### src/rtl/seq_carry_skip_adder.sv
// Multi-cycle carry-skip adder/subtractor: one BLOCK_SIZE-bit block per cycle,
// LSB block first, with a valid/ready handshake on both the input and the result side.
module seq_carry_skip_adder #(
    parameter int N          = 16,
    parameter int BLOCK_SIZE = 4,
    localparam int NB        = (N + BLOCK_SIZE - 1) / BLOCK_SIZE,
    localparam int SCW       = $clog2(NB + 1)
) (
    input  logic           clk,
    input  logic           rst_n,
    input  logic           in_valid,
    output logic           in_ready,
    input  logic [N-1:0]   a,
    input  logic [N-1:0]   b,
    input  logic           cin,
    input  logic           sub,
    output logic           out_valid,
    input  logic           out_ready,
    output logic [N-1:0]   sum,
    output logic           cout,
    output logic           overflow,
    output logic [SCW-1:0] skip_count
);

    // Handshake: a transfer happens on a rising edge where valid && ready are both 1.
    // in_ready is high only in IDLE; out_valid holds with stable results until out_ready.

    localparam int KW     = (NB > 1) ? $clog2(NB) : 1;
    localparam int PW     = NB * BLOCK_SIZE;
    localparam int LAST_I = (N - 1) - (NB - 1) * BLOCK_SIZE;

    typedef enum logic [1:0] {IDLE, RUN, DONE} state_t;

    state_t         state_q, state_d;
    logic [N-1:0]   a_q, a_d, b_q, b_d, sum_q, sum_d;
    logic           c_q, c_d, cout_q, cout_d, ovf_q, ovf_d, out_valid_q, out_valid_d;
    logic [KW-1:0]  k_q, k_d;
    logic [SCW-1:0] skip_q, skip_d;

    logic [BLOCK_SIZE-1:0] a_blk, b_blk, v_blk, s_blk;
    logic [PW-1:0]         sum_pad;
    logic                  carry, all_p, c_msb, blk_cout, p;
    int                    shamt;

    always_comb begin
        state_d     = state_q;
        a_d         = a_q;
        b_d         = b_q;
        c_d         = c_q;
        k_d         = k_q;
        sum_d       = sum_q;
        cout_d      = cout_q;
        ovf_d       = ovf_q;
        skip_d      = skip_q;
        out_valid_d = out_valid_q;
        shamt       = int'(k_q) * BLOCK_SIZE;
        a_blk       = BLOCK_SIZE'(PW'(a_q) >> shamt);
        b_blk       = BLOCK_SIZE'(PW'(b_q) >> shamt);
        // Marks the bits of the current block that exist (last block may be partial).
        v_blk       = BLOCK_SIZE'(PW'({N{1'b1}}) >> shamt);
        s_blk       = '0;
        carry       = c_q;
        all_p       = 1'b1;
        c_msb       = c_q;
        p           = 1'b0;
        blk_cout    = c_q;
        sum_pad     = PW'(sum_q);

        case (state_q)
            IDLE: begin
                if (in_valid) begin
                    a_d     = a;
                    b_d     = sub ? ~b : b;
                    c_d     = sub ? ~cin : cin;
                    sum_d   = '0;
                    cout_d  = 1'b0;
                    ovf_d   = 1'b0;
                    skip_d  = '0;
                    k_d     = '0;
                    state_d = RUN;
                end
            end
            RUN: begin
                for (int i = 0; i < BLOCK_SIZE; i++) begin
                    p = a_blk[i] ^ b_blk[i];
                    if (i == LAST_I) c_msb = carry;
                    if (v_blk[i]) begin
                        s_blk[i] = p ^ carry;
                        carry    = (a_blk[i] & b_blk[i]) | (p & carry);
                        all_p    = all_p & p;
                    end
                end
                blk_cout = all_p ? c_q : carry;
                sum_pad  = (sum_pad & ~(PW'(v_blk) << shamt)) | (PW'(s_blk) << shamt);
                sum_d    = N'(sum_pad);
                c_d      = blk_cout;
                if (all_p) skip_d = skip_q + SCW'(1);
                if (int'(k_q) == NB - 1) begin
                    cout_d      = blk_cout;
                    ovf_d       = c_msb ^ blk_cout;
                    k_d         = '0;
                    out_valid_d = 1'b1;
                    state_d     = DONE;
                end else begin
                    k_d = k_q + KW'(1);
                end
            end
            DONE: begin
                if (out_ready) begin
                    out_valid_d = 1'b0;
                    state_d     = IDLE;
                end
            end
            default: state_d = IDLE;
        endcase
    end

    always_ff @(posedge clk or negedge rst_n) begin
        if (!rst_n) begin
            state_q     <= IDLE;
            a_q         <= '0;
            b_q         <= '0;
            c_q         <= 1'b0;
            k_q         <= '0;
            sum_q       <= '0;
            cout_q      <= 1'b0;
            ovf_q       <= 1'b0;
            skip_q      <= '0;
            out_valid_q <= 1'b0;
        end else begin
            state_q     <= state_d;
            a_q         <= a_d;
            b_q         <= b_d;
            c_q         <= c_d;
            k_q         <= k_d;
            sum_q       <= sum_d;
            cout_q      <= cout_d;
            ovf_q       <= ovf_d;
            skip_q      <= skip_d;
            out_valid_q <= out_valid_d;
        end
    end

    assign in_ready   = (state_q == IDLE);
    assign out_valid  = out_valid_q;
    assign sum        = sum_q;
    assign cout       = cout_q;
    assign overflow   = ovf_q;
    assign skip_count = skip_q;

endmodule
### config.mk
export PLATFORM = sky130hd
export DESIGN_NAME = seq_carry_skip_adder
export DESIGN_NICKNAME = d
export VERILOG_FILES = /design/src/rtl/seq_carry_skip_adder.sv
export SDC_FILE = /design/constraint.sdc
export NUM_CORES = 1
export LEC_CHECK = 0
export ABC_AREA = 1
export BUFFER_PORTS_ARGS = -buffer_cell sky130_fd_sc_hd__clkbuf_2
export CORE_MARGIN = 1
export CORE_UTILIZATION = 28
export DETAILED_ROUTE_END_ITERATION = 8
export PLACE_DENSITY = 0.43
export SLEW_MARGIN = 15
export SYNTH_ARGS = -nofsm -noshare
export SYNTH_HDL_FRONTEND = slang
export SYNTH_SLANG_ARGS = --single-unit
### constraint.sdc
create_clock -name clk -period 8.4 [get_ports clk]
set_clock_uncertainty 0.1 [all_clocks]
set_input_delay 0.42 -clock clk [delete_from_list [all_inputs] [get_ports clk]]
set_output_delay 0.42 -clock clk [all_outputs]
set_load 0.03 [all_outputs]
==> results.toml <==
[grt]
grt_busiest_layer = "met2"
met3_usage = 0.0376
gr-usage-met1 = 0.184
grt.total_usage = 0.137
overflow = 0
grt_max_degree = 61
grt_pass1_vias = 2342
use_met2 = 0.204
antenna_found_initial = 0
grt_pass1_wl_um = 11600

[sta]
fmax_ghz = 0.272
setup_viol = 0
maxSlewViolCount = 0
slew_headroom = 0.507
period_share = 0.437
rsz0062_at_grt = "no"
worstMarginPinSlew_ns = 0.740
hold_violations = 0
min_period_ns = 3.67
final.setup.tns_ns = 0

[power_and_ir_drop]
p_sw_uw = 712
p_total_mw = 1.50
pwr-share-clk = 0.156
seqPwrFrac = 0.338
netSwitchingFraction = 0.474
ir_drop_mv = 0.0911
leakagePower_nw = 1.77
intPower_uw = 790
power_density_nw_per_um2 = 428
p_comb_frac = 0.506

[cells_and_area]
fin_nets = 446
fillers = 1105
layout_common_cells = "nand2_1, clkbuf_2, dfrtp_1, o21ai_0, inv_1"
drive_gt1_frac = 0.223
layout_commonest_cell = "nand2_1"
design_area_um2 = 3510
insertedDiodeCount = 0
fin_util = 0.343
layout.cells.non_filler = 535
area_delta_synth_final_pct = 19.5

[setup_path]
crit_family = "adder cells"
crit_arrival_ns = 3.79
cp_num_buf_inv = 3
cp.depth = 11
slowest_delay_ns = 0.64
rr_startpoint = "k_q[0]$_DFFE_PN0P_"
timing.rr.end = "sum[11]$_DFFE_PN0P_"
critical_path_class = "flop to flop"
r2r_slack_ns = 4.73
critPathLaunchType = "flop"
crit_end = "sum[11]$_DFFE_PN0P_"
cp_common_cell = "fa_1"
slowest_stage = "dfrtp_1"
required_ns = 8.51
worstPathMaxFanout = 25
crit_start = "k_q[0]$_DFFE_PN0P_"
crit_path_cell_trace = "inv_1 > o21ai_0 > o22ai_1 > fa_1 > inv_1 > fa_1 > fa_1 > inv_1 > fa_1 > nand2_1 > o22ai_1"
crit_path_end_kind = "flop"
reg2regPathDepth = 11

[detailed_routing]
firstDrtPassIters = 4
totalWireLength_um = 6770
drc = 0
wire_per_inst_um = 12.6
vias = 2344
antenna_left = 0
vias_per_cell = 4.38
drtIter0Drc = 45

[synthesis]
netlist_instances = 337
synth.avg_cell_area_um2 = 8.72
syn-cell-area_um2 = 2940
ys_warn_count = 0
async_flop_share = 1.00
yosysSeqAreaShare = 0.503
ys_ff_latch = 59
syn-num-nets = 388
synthFlopType = "dfrtp_1"
yosysUniqueCellTypes = 27
synth_edf_count = 0

[floorplanning]
io_pins = 61
rows = 37
die_w_um = 104
initial_core_util = 0.287
die-area_um2 = 10900
die_h_um = 104
coreArea_um2 = 10200

[clocking]
cts-hold-fix-buffers = 0
clkLatencyLatePin_ns = 0.33
cts_resized = 0
clockBufferDepth = 2
cts_root_buf = "clkbuf_8"
cts_made_buffers = 9
numClockSinks = 59
post_cts_buffers = 0
cts_max_level = 3
clk_pin_slew_worst_paths_ns = 0.07
cts_tree = "done"

[min_path]
holdCritPathClass = "input pin to asynchronous set/reset pin"

[place]
place_area_um2 = 3330
routabilityCongestion = 0.783
dpl.hpwl_um = 4920
dp_cells = 520
numPortBuffers = 60

[status]
outcome = "complete, no violations"

[job]
drv_cap = 0
worst min path at each step:
stage | startpoint | endpoint | cells after the start
after detailed placement | a_q[11]$_DFFE_PN0P_ | a_q[11]$_DFFE_PN0P_ | 2
after CTS | rst_n | skip_count[2]$_DFFE_PN0P_ | 2
final | rst_n | skip_count[2]$_DFFE_PN0P_ | 2
after global placement | out_valid$_DFFE_PN0P_ | out_valid$_DFFE_PN0P_ | 2
after global routing | a[5] | a_q[5]$_DFFE_PN0P_ | 3
after floorplan | rst_n | a_q[0]$_DFFE_PN0P_ | 0
cell usage after synthesis, types with 2 or more instances:
cell type / n / area share
nor2_2: 2 / 0.0043
clkbuf_1: 4 / 0.0051
inv_2: 2 / 0.0026
a21oi_1: 4 / 0.0068
buf_2: 6 / 0.010
nor2_1: 11 / 0.014
fa_1: 4 / 0.027
o22ai_1: 8 / 0.017
buf_4: 3 / 0.0077
nand2_1: 114 / 0.15
o21ai_0: 41 / 0.070
inv_1: 20 / 0.026
xnor2_1: 16 / 0.048
a32oi_1: 4 / 0.012
or2_2: 2 / 0.0043
buf_6: 2 / 0.0077
dfrtp_1: 59 / 0.50
nand3_1: 15 / 0.026
ha_1: 9 / 0.038
nand2_2: 4 / 0.0085
power by group through the flow:
stage | sequential [mW] | clock, mW | combinational (mW)
floorplan | 0.546 | 0 | 0.523
global placement | 0.517 | 0 | 0.763
detailed placement | 0.516 | 0 | 0.773
CTS | 0.512 | 0.247 | 0.775
global route | 0.525 | 0.258 | 0.874
finish | 0.508 | 0.235 | 0.760
layer usage:
metal / vias up / wire length, µm
li1: 1203 / -
met1: 1073 / 3360
met2: 59 / 3030
met3: 9 / 295
met4: 0 / 81
met5: - / 0
layout make-up:
class | instances | area (µm²) | share of cell area
Clock buffer | 13 | 169 | 0.0481
Clock inverter | 2 | 10.0 | 0.00285
Inverter | 23 | 88.8 | 0.0253
Multi-Input combinational cell | 240 | 1280 | 0.365
Sequential cell | 59 | 1480 | 0.420
Tap cell | 136 | 170 | 0.0485
Timing Repair Buffer | 62 | 315 | 0.0898
kinds of logic after synthesis:
| family | synth area share |
|---|---|
| buffers and inverters | 0.0609 |
| xor gates and xnor gates | 0.0477 |
| adders and majority gates | 0.0656 |
| and+or+nand+nor | 0.202 |
| DFF | 0.503 |
| AOI/OAI and AO/OA | 0.121 |
registers in the layout (all words and copies together), names as in the netlist:
signal,count
a_q,16
b_q,16
c_q,1
cout,1
k_q,2
out_valid,1
overflow,1
skip_count,3
state_q,2
sum,16
metrics by stage:
stage | setup slack (ns) | hold slack (ns)
after CTS | 4.68 | 0.150
after detailed placement | 4.69 | 0.366
final | 4.73 | 0.136
after global routing | 4.40 | 0.162
after floorplan | 5.40 | 0.0244
after global placement | 4.81 | 0.369
No activity file was read; power rests on OpenSTA's default activity.
